===== src/rtl/spi_slave_if.sv =====
// spi_slave_if: SPI slave that moves bytes between a serial master and the PCLK domain.
// Ports: PCLK/PRESETn system clock and async active-low reset; sclk, ss, mosi, miso SPI pins;
// cpol/cpha/lsbfe mode controls captured while ss is high; tx_data/tx_load/tx_ready single-byte
// transmit buffer; rx_data/rx_valid received byte and pulse; tx_underrun sticky empty-buffer
// flag; frame_err pulse when ss rises mid-byte.
module spi_slave_if (
    input  logic       PCLK,
    input  logic       PRESETn,
    input  logic       sclk,
    input  logic       ss,
    input  logic       mosi,
    output logic       miso,
    input  logic       cpol,
    input  logic       cpha,
    input  logic       lsbfe,
    input  logic [7:0] tx_data,
    input  logic       tx_load,
    output logic       tx_ready,
    output logic [7:0] rx_data,
    output logic       rx_valid,
    output logic       tx_underrun,
    output logic       frame_err
);
    localparam logic [0:0] IDLE  = 1'b0;
    localparam logic [0:0] SHIFT = 1'b1;
    logic [2:0] ss_q, sclk_q, mosi_q;
    logic [1:0] rst_q;
    logic [0:0] state;
    logic [2:0] cnt;
    logic [7:0] rx_sr, tx_sr, tx_buf;
    logic       armed, rise_p, fall_p, c_cpol, c_cpha, c_lsb, buf_full;
    logic       in_shift, ss_fall, ss_rise, lead, trail, sample, shift_e, wrap, consume, accept;
    logic [7:0] next_byte, rx_next, nb_sh, sr_sh;
    logic       nb_bit, sr_bit;
    // A falling ss only starts a frame once ss has been seen high after reset,
    // so a reset released while ss is still low cannot open a frame mid-byte.
    assign ss_fall   = armed & ~ss_q[1] & ss_q[2];
    assign ss_rise   = ss_q[1] & ~ss_q[2];
    assign in_shift  = state == SHIFT;
    assign lead      = c_cpol ? fall_p : rise_p;
    assign trail     = c_cpol ? rise_p : fall_p;
    assign sample    = in_shift & ~ss_rise & (c_cpha ? trail : lead);
    assign shift_e   = in_shift & ~ss_rise & (c_cpha ? lead : trail);
    assign wrap      = sample & (cnt == 3'd7);
    assign consume   = (~in_shift & ss_fall) | wrap;
    assign accept    = tx_load & (~buf_full | consume);
    assign tx_ready  = ~buf_full;
    assign next_byte = buf_full ? tx_buf : 8'hFF;
    assign nb_bit    = c_lsb ? next_byte[0] : next_byte[7];
    assign nb_sh     = c_lsb ? {1'b0, next_byte[7:1]} : {next_byte[6:0], 1'b0};
    assign sr_bit    = c_lsb ? tx_sr[0] : tx_sr[7];
    assign sr_sh     = c_lsb ? {1'b0, tx_sr[7:1]} : {tx_sr[6:0], 1'b0};
    // mosi_q[2] lines up with the registered edge pulses one stage behind the detector.
    assign rx_next   = c_lsb ? {mosi_q[2], rx_sr[7:1]} : {rx_sr[6:0], mosi_q[2]};
    always_ff @(posedge PCLK or negedge PRESETn) begin
        if (!PRESETn) begin
            ss_q        <= 3'b111;
            sclk_q      <= 3'b000;
            mosi_q      <= 3'b000;
            rst_q       <= 2'b00;
            armed       <= 1'b0;
            rise_p      <= 1'b0;
            fall_p      <= 1'b0;
            c_cpol      <= 1'b0;
            c_cpha      <= 1'b0;
            c_lsb       <= 1'b0;
            state       <= IDLE;
            cnt         <= 3'd0;
            rx_sr       <= 8'h00;
            tx_sr       <= 8'h00;
            tx_buf      <= 8'h00;
            buf_full    <= 1'b0;
            miso        <= 1'b0;
            rx_data     <= 8'h00;
            rx_valid    <= 1'b0;
            tx_underrun <= 1'b0;
            frame_err   <= 1'b0;
        end else begin
            ss_q        <= {ss_q[1:0], ss};
            sclk_q      <= {sclk_q[1:0], sclk};
            mosi_q      <= {mosi_q[1:0], mosi};
            rst_q       <= {rst_q[0], 1'b1};
            armed       <= armed | (rst_q[1] & ss_q[1]);
            rise_p      <= sclk_q[1] & ~sclk_q[2];
            fall_p      <= ~sclk_q[1] & sclk_q[2];
            rx_valid    <= wrap;
            frame_err   <= in_shift & ss_rise & (cnt != 3'd0);
            buf_full    <= accept | (buf_full & ~consume);
            // An empty-buffer consumption sets the flag even if a load lands in the same cycle.
            tx_underrun <= (tx_underrun & ~accept) | (consume & ~buf_full);
            if (accept) tx_buf <= tx_data;
            if (ss_q[1]) begin
                c_cpol <= cpol;
                c_cpha <= cpha;
                c_lsb  <= lsbfe;
            end
            if (!in_shift) begin
                if (ss_fall) begin
                    state <= SHIFT;
                    cnt   <= 3'd0;
                    rx_sr <= 8'h00;
                    tx_sr <= c_cpha ? next_byte : nb_sh;
                    miso  <= c_cpha ? 1'b0 : nb_bit;
                end
            end else if (ss_rise) begin
                state <= IDLE;
                cnt   <= 3'd0;
                rx_sr <= 8'h00;
                miso  <= 1'b0;
            end else begin
                if (sample) begin
                    rx_sr <= rx_next;
                    cnt   <= cnt + 3'd1;
                end
                // Reload holds the whole next byte; its first bit leaves on the next shift edge.
                if (wrap) begin
                    rx_data <= rx_next;
                    tx_sr   <= next_byte;
                end
                if (shift_e) begin
                    miso  <= sr_bit;
                    tx_sr <= sr_sh;
                end
            end
        end
    end
endmodule


===== config.mk =====
export PLATFORM = sky130hd
export DESIGN_NAME = spi_slave_if
export DESIGN_NICKNAME = d
export VERILOG_FILES = /design/src/rtl/spi_slave_if.sv
export SDC_FILE = /design/constraint.sdc
export NUM_CORES = 1
export LEC_CHECK = 0
export ABC_AREA = 1
export CELL_PAD_IN_SITES_DETAIL_PLACEMENT = 1
export CELL_PAD_IN_SITES_GLOBAL_PLACEMENT = 1
export CORE_MARGIN = 2
export CORE_UTILIZATION = 35
export CTS_BUF_LIST = sky130_fd_sc_hd__clkbuf_4 sky130_fd_sc_hd__clkbuf_8 sky130_fd_sc_hd__clkbuf_16
export CTS_CLUSTER_DIAMETER = 200
export DETAILED_ROUTE_END_ITERATION = 6
export PLACE_DENSITY = 0.8
export SLEW_MARGIN = 20
export SYNTH_ARGS = -nofsm -noshare
export SYNTH_HDL_FRONTEND = slang
export SYNTH_SLANG_ARGS = --single-unit

===== constraint.sdc =====
create_clock -name PCLK -period 3 [get_ports PCLK]
set_clock_uncertainty 0.1 [all_clocks]
set_input_delay 0.6 -clock PCLK [delete_from_list [all_inputs] [get_ports PCLK]]
set_output_delay 0.6 -clock PCLK [all_outputs]
set_load 0.01 [all_outputs]

Yosys cells after proc, flatten, opt, wreduce, memory -nomap -nowiden

Index checks and enable logic that the tools add are counted.

Bits in registers: 58
Input port bits: 17
Logic and storage cells: 96

Add/sub/neg operators: 1
Bitwise logic cells: 31
Equal/unequal tests: 5
Mux-type cells: 32
Reductions and logical operators: 6

Operator list:

| kind                                                                    | number |
|---|---|
| 8-bit 2-to-1 mux                                                        | 14 |
| 1-bit bitwise AND                                                       | 17 |
| 1-bit 2-to-1 mux                                                        | 14 |
| 3-bit 2-to-1 mux                                                        | 4 |
| 3-bit by 1-bit inequality test with 1-bit output, second input constant | 3 |
| 1-bit inverter                                                          | 9 |
| 3-bit AND reduction                                                     | 2 |
| 1-bit bitwise OR                                                        | 5 |
| 2-bit AND reduction                                                     | 2 |
| 3-bit by 1-bit adder with 3-bit output, second input constant           | 1 |
| 3-bit == test, second input constant                                    | 1 |
| 3-bit nonzero test                                                      | 1 |
| 2-bit inequality test, second input constant                            | 1 |
| 2-bit nonzero test                                                      | 1 |

Depth between registers and ports, before layout

Gate-level depths: netlist of the first run.

Word-level depth: 12
Gate-level depth with buffers: 10
Gate-level depth less buffers: 9

Worst setup path after synthesis of the first run

OpenSTA, ideal clock, no wires.

Path kind: reg2reg
Start point: register ss_q[2]
End point: register tx_buf[0]
Setup time: 0.117 ns
Arrival time: 1.300 ns
Slack: 1.483 ns
Cell stages (with the launch flop): 10
Path through: dfstp_2 -> inv_2 -> nand2_1 -> nand2_1 -> nor2_2 -> nand3_4 -> nand3_4 -> nand2_4 -> nand2_1 -> nand2_1

Cells in the longest elaborated chain, start to end: 9
Elaborated cells on any way between the ends: 11

Ends and longest elaborated chain:

| item                           | RTL line | RTL |
|---|---|---|
| start: declaration             | 26       | `logic [2:0] ss_q, sclk_q, mosi_q;` |
| start signal: assignment       | 79       | `ss_q <= {ss_q[1:0], ss};` |
| 1-bit inverter                 | 38       | `assign ss_rise = ss_q[1] & ~ss_q[2];` |
| 1-bit bitwise AND              | 38       |  |
| 1-bit inverter (no line)       | -        |  |
| 1-bit bitwise AND (2 in a row) | 42       | `assign sample = in_shift & ~ss_rise & (c_cpha ? trail : lead);` |
| 1-bit bitwise AND              | 44       | `assign wrap = sample & (cnt == 3'd7);` |
| 1-bit bitwise OR (*)           | 45       | `assign consume = (~in_shift & ss_fall) \| wrap;` |
| 1-bit bitwise OR (*)           | 46       | `assign accept = tx_load & (~buf_full \| consume);` |
| 1-bit bitwise AND (*)          | 46       |  |
| end signal: assignment         | 91       | `if (accept) tx_buf <= tx_data;` |
| end: declaration               | 30       | `logic [7:0] rx_sr, tx_sr, tx_buf;` |

Mark *: on every way between the ends. The rest lies on a longest branch, timed or not.
A chain may end at the register's enable or synchronous reset.

Worst setup path after layout of the first run

Start point: register state (netlist: in_shift)
End point: register tx_sr[3]

Cells in the longest elaborated chain, start to end: 5
Elaborated cells on any way between the ends: 11

Ends and longest elaborated chain:

| item                                                                                           | RTL line | RTL |
|---|---|---|
| start: declaration                                                                             | 28       | `logic [0:0] state;` |
| start signal: assignment                                                                       | 67       | `state <= IDLE;` |
| start signal: assignment                                                                       | 99       | `state <= SHIFT;` |
| start signal: assignment                                                                       | 106      | `state <= IDLE;` |
| 1-bit bitwise AND                                                                              | 42, 43   |  |
| 1-bit bitwise AND, on equally long branches                                                    | 42, 43   |  |
| 1-bit bitwise AND or 8-bit 2-to-1 mux (tied branches)                                          | 44, 120  |  |
| 3-bit by 1-bit inequality test with 1-bit output (no line) or 8-bit 2-to-1 mux (tied branches) | -        |  |
| 3-bit AND reduction (no line) or 8-bit 2-to-1 mux (tied branches)                              | -        |  |
| end signal: assignment                                                                         | 102      | `tx_sr <= c_cpha ? next_byte : nb_sh;` |
| end signal: assignment                                                                         | 118      | `tx_sr <= next_byte;` |
| end signal: assignment                                                                         | 122      | `tx_sr <= sr_sh;` |
| end: declaration                                                                               | 30       |  |

Several ways; a longest one is shown, not always the timed one. The select of a mux whose other input is x is not followed.

==> results.toml, run 1 <==
[cells_and_area]
area_growth_syn_to_layout_pct = 19.18
insertedDiodeCount = 0
nets = 417
nFillCells = 1042
post_route_cells_drive_above_1_share = 0.1119

[placed_design]
numPortBuffers = 29
dp.final_hpwl_um = 5200
globalplace.congestion = 0.7943

[pwr]
ir_worst_vdd_uv = 316.3
combPwrFrac = 0.261
power_share_of_the_sequential_group = 0.454
power.share.switching = 0.3577
power_per_cell_area_nw_per_um2 = 656.0
power_report.internal_total_w = 0.001448
power.net_switching_w = 0.0008062
power.leakage_nw = 1.709
part_of_the_total_power_dissipated_in_the_clock_network = 0.285

[worst_setup_path]
worst-endpoint-required_ns = 3.18
critical_path_class = "register to register"
worstPathArrival_ns = 2.50
setup.reg_to_reg.worst_slack_ns = 0.67
timing.rr.end = "tx_sr[3]"
largest_driver_fanout_on_the_critical_path = 15
worstSetupStartpointType = "register"
rr_worst_depth = 9
r2r_start = "in_shift"
worst_setup_path_end_kind = "register"

[clock_network]
cts_sinks = 58
cts-resized-gates = 0
ctsHtreeMaxLevel = 3
cts_tree = "built"
insertion_delay_ns = 0.34
cts_buffer_depth = 2
cts_inserted_buffers = 9
path_clk_slew_ns = 0.07
cts_post_setup_buffers_inserted = 0
root_buffer = "clkbuf_8"
post_cts_hold_buffer_count = 0

[grt]
maximum_number_of_pins_on_one_net_before_global_route_repair = 23
grt.total_usage = 0.1824
grt_first_pass_wirelength_um = 12320
first_global_vias = 2593
global_route.overflow_total = 0
antenna_found_initial = 0

[job]
maxCapViolCount = 0

[drt]
iter_0_drt_violations = 67
route.vias.total = 2459
postRouteAntennaNets = 0
vias_per_cell = 4.850
routed_wire_length_per_instance_um = 14.08
routed_wl_um = 7139
drcViolationCount = 0
drtPass1Iterations = 4

[synth]
synth.ff_latch_count = 58
asyncSetResetFlopFracSynth = 1.000
synthesis.yosys.warnings = 0
main_synth_ff_type = "dfrtp_1"
synth.cell_area_um2 = 2883
synth.top_cells.by_area = "dfrtp_1 (48%), nand2_1 (20%), nand3_1 (7.3%), inv_1 (3.9%), o21ai_0 (2.8%)"
synth.largest_area_cell = "dfrtp_1"
syn-instance-count = 365
syn_nets = 385
synthDominantCellAreaShare = 0.4774
synth.lib_cells_used.distinct = 30
ys_seq_area_frac = 0.5048
post_synth.cell_area_avg_um2 = 7.898
number_of_synthesized_flops_with_an_enable_pin = 0

[die]
fp.dieArea_um2 = 8979
core_area_um2 = 8093
floorplan.die.height_um = 94.76
fp-row-count = 33
ios = 30
chipWidth_um = 94.76
starting_density_of_the_core = 0.3562

[timing]
timing.setup.tns_ns = 0
hold-worst-slack_ns = 0.1332
finalHoldViolCount = 0
timing.max_slew.rel_slack = 0.6381
unrepaired_setup_endpoints_after_global_routing = "false"
setup_viol = 0
final_period_util = 0.7756
final_max_slew_viol_count = 0
clock.fmax_ghz = 0.4298
worst_slew_pin_slew_ns = 0.5429
final.min_clock_period_ns = 2.327

[worst_hold_path]
worst_hold_path_type = "primary input to async pin"

[status]
outcome = "completed"
[logic make-up after synthesis]
logic type,Yosys count,share of synthesized area
simple gates,222,0.3377
flops,58,0.5048
buf+inv,48,0.07422
compound gates,32,0.06554
fa+ha+maj,3,0.01302
mux,1,0.003472
other cells,1,0.001301
[power by group through the flow]
stage | clock, W | combinational [W] | sequential [W]
after floorplan | 0 | 0.000432 | 0.000982
after global placement | 0 | 0.000564 | 0.00102
after detailed placement | 0 | 0.000593 | 0.00103
after CTS | 0.000662 | 0.000597 | 0.00102
after global routing | 0.000701 | 0.000682 | 0.00104
final | 0.000643 | 0.000589 | 0.00102
[sequential cells by signal (all words and copies together), names as in the netlist, 2 cells and up]
name / flops
cnt: 3
mosi_q: 3
rst_q: 2
rx_data: 8
rx_sr: 8
sclk_q: 3
ss_q: 3
tx_buf: 8
tx_sr: 8
[worst max-delay path by stage]
| stage | startpoint | endpoint | slack [ns] | cells past startpoint |
|---|---|---|---|---|
| after floorplan | ss_q[2] | tx_buf[0] | 1.48 | 9 |
| after global placement | in_shift | tx_sr[5] | 0.87 | 9 |
| after detailed placement | in_shift | tx_sr[5] | 0.69 | 9 |
| after CTS | in_shift | tx_sr[5] | 0.67 | 9 |
| after global routing | in_shift | tx_sr[2] | 0.43 | 9 |
| final | in_shift | tx_sr[3] | 0.67 | 9 |
[cells in the mapped netlist (2+ instances only)]
cell type,count
nand2_1,156
dfrtp_1,55
nand3_1,42
inv_1,30
o21ai_0,16
nor2_1,11
o21ai_1,11
clkbuf_1,6
buf_2,4
buf_6,3
dfstp_2,3
ha_1,3
inv_2,3
nand3_4,3
nor2_2,3
nand3_2,2
[metal layers]
layer  part of all wire  GRT usage  up-vias
met1               0.44     0.2210     1199
met5                  0          0        -
met2               0.49     0.2996       32
met3              0.029    0.03911       21
met4              0.036     0.1051        0
li1                   -          -     1207
[critical path, stage by stage (launching register included)]
cell     delay (ns)
dfrtp_1        0.58
inv_2          0.20
a21oi_4        0.14
buf_4          0.23
nand2_1        0.09
nor2_2         0.39
nor2_1         0.17
nor2_4         0.21
nand2_1        0.09
nand2_1        0.06
[cell usage in the layout, fill, tap and decap left out, types with 2 or more instances in the layout]
cell type,n
clkinv_2,3
clkinvlp_4,2
nor2_1,11
nand3_1,42
o21ai_1,11
nand3_4,3
buf_4,6
nand2_1,156
nand3_2,2
inv_1,30
ha_1,3
inv_2,3
nor2_2,3
dfstp_2,3
dfrtp_1,55
o21ai_0,16
clkbuf_8,10
clkdlybuf4s50_1,28
[layout make-up]
class / instances / area [µm²] / area share
Timing Repair Buffer: 35 / 330.3 / 0.09614
Multi-Input combinational cell: 259 / 1214 / 0.3532
Clock buffer: 11 / 145.1 / 0.04224
Sequential cell: 58 / 1455 / 0.4235
Clock inverter: 5 / 30.03 / 0.008740
Tap cell: 105 / 131.4 / 0.03824
Inverter: 34 / 130.1 / 0.03787
[per-stage QoR]
stage | utilization | total power, W | setup slack (ns) | std cells | area (µm²)
2_1_floorplan | - | 0.001415 | 1.483 | 365 | 2883
3_3_place_gp | 0.4029 | 0.001587 | 0.8698 | 491 | 3261
3_5_place_dp | 0.4029 | 0.001625 | 0.6923 | 491 | 3261
4_1_cts | 0.4246 | 0.002281 | 0.6709 | 507 | 3436
5_1_grt | 0.4246 | 0.002420 | 0.4264 | 507 | 3436
6_report | 0.4246 | 0.002254 | 0.6733 | 507 | 3436
No activity file was read; power rests on OpenSTA's default activity.
==> run 2: changes to the inputs <==
- PLACE_DENSITY: 0.8 -> 0.83
- clock period: 3 -> 2 ns (I/O delays scaled with it)
==> results.toml, run 2 (same netlist as run 1, synthesis figures left out) <==
[grt]
grt_first_pass_wirelength_um = 12750
grt.total_usage = 0.1833
maximum_number_of_pins_on_one_net_before_global_route_repair = 30
global_route.overflow_total = 0
first_global_vias = 2697
antenna_found_initial = 0

[pwr]
totalPowerFinal_w = 0.003647
power.leakage_nw = 1.768
ir_worst_vdd_uv = 493.7
power_per_cell_area_nw_per_um2 = 1028

[worst_setup_path]
worstPathArrival_ns = 1.42
largest_driver_fanout_on_the_critical_path = 4
critical-path-slowest-cell = "clkdlybuf4s50_1"
setup.reg_to_reg.worst_slack_ns = 0.17
worst_setup_path_end_kind = "output port"
critPathMaxStageDelay_ns = 0.55
r2r_start = "ss_q[2]"
worst-endpoint-required_ns = 1.50
rr_worst_depth = 8
critical_path.endpoint = "tx_ready"
cp_cell_sequence = "inv_1, clkdlybuf4s50_1"
startpoint = "buf_full"
worstSetupStartpointType = "register"
timing.rr.end = "tx_sr[7]"
critical_path_class = "register to output port"

[placed_design]
dp.final_hpwl_um = 5107
dpl_worst_slack_ns = 0.04120
globalplace.congestion = 0.7684
numPortBuffers = 29

[clock_network]
insertion_delay_ns = 0.34
path_clk_slew_ns = 0.07
cts_buffer_depth = 2
root_buffer = "clkbuf_8"
cts_tree = "built"
cts_sinks = 58
ctsHtreeMaxLevel = 3
cts_inserted_buffers = 9

[die]
floorplan.die.height_um = 94.76
ios = 30
fp-row-count = 33
core_area_um2 = 8093
chipWidth_um = 94.76
fp.dieArea_um2 = 8979
starting_density_of_the_core = 0.3562

[cells_and_area]
mostFrequentLayoutCells = "nand2_1 (156), dfrtp_1 (54), nand3_1 (42)"
layout.cells.most_common = "nand2_1"
area_growth_syn_to_layout_pct = 23.05
post_route_cells_drive_above_1_share = 0.1271
nets = 424
insertedDiodeCount = 0

[drt]
drtPass1Iterations = 4
postRouteAntennaNets = 0
drcViolationCount = 0
routed_wire_length_per_instance_um = 13.83
vias_per_cell = 4.844
iter_0_drt_violations = 53
routed_wl_um = 7109
route.vias.total = 2490

[timing]
final.min_clock_period_ns = 1.917
timing.max_slew.rel_slack = 0.6393
final_period_util = 0.9587
finalHoldViolCount = 0
clock.fmax_ghz = 0.5216
final_max_slew_viol_count = 0
unrepaired_setup_endpoints_after_global_routing = "true"
setup_slack_ns = 0.08265
worst_slew_pin_slew_ns = 0.5398
setup_viol = 0

[job]
maxCapViolCount = 0

[worst_hold_path]
worst_hold_path_type = "register to register"

[status]
outcome = "completed"
## run 2: cell count changes in the layout (fill, tap and decap cells not counted)
cell           change
bufinv_16          +2
dlygate4sd3_1      +1
buf_4              +6
dfrtp_1            -1
clkinv_2           -1
clkinvlp_4         -1
dfrtp_2            +1
a21oi_2            -1
a21oi_4            +1
## run 2: where the power goes
part / switching [W] / internal [W] / total (W)
Sequential: 0.000131 / 0.00136 / 0.00149
Clock: 0.000481 / 0.000745 / 0.00123
Combinational: 0.000585 / 0.000343 / 0.000928
Total: 0.00120 / 0.00245 / 0.00365
## run 2: critical path, delay by kind of cell (launching register included)
kind	cells	cell delay [ns]
flip-flops	1	0.41
buffers and inverters	2	0.67
## run 2: per-stage QoR
stage            util  hold slack (ns)  cells  cell area [µm²]   TNS, ns
2_1_floorplan       -         0.004409    365             2883         0
3_3_place_gp   0.4075           0.2343    496             3298         0
3_5_place_dp   0.4075           0.2372    496             3298         0
4_1_cts        0.4374           0.2636    514             3540         0
5_1_grt        0.4383           0.2694    514             3547  -0.01753
6_report       0.4383           0.2543    514             3547         0
## run 2: how the worst min path moves through the flow
stage	slack [ns]	startpoint	depth (start not counted)	to
2_1_floorplan	0.004	PRESETn	0	armed
6_report	0.25	sclk_q[0]	0	sclk_q[1]
3_5_place_dp	0.24	mosi_q[0]	0	mosi_q[1]
4_1_cts	0.26	mosi_q[0]	0	mosi_q[1]
3_3_place_gp	0.23	rst_q[0]	0	rst_q[1]
5_1_grt	0.27	rst_q[0]	0	rst_q[1]
## run 2: per-layer routing
metal	vias to the layer above	track usage	routed length [µm]
met5	-	0	0
met4	0	0.07609	114
met3	11	0.03272	185
met2	34	0.3079	3566
met1	1222	0.2328	3243
li1	1223	-	-
## run 2: final cells by class
type / instances / area [µm²]
multi-input combinational: 259 / 1221
tap: 105 / 131.4
clock inverter: 5 / 77.57
inverter: 34 / 130.1
sequential: 58 / 1456
clock buffer: 11 / 145.1
timing repair buffer: 42 / 385.4
fill: 1015 / 4546
## run 2: what timing repair did
item	CTS	global route
hold buffers	1	0
resized for setup	1	1
hold endpoints to repair	41	0
buffers inserted	1	0
endpoints found under the setup margin	1	11
cloned	0	0
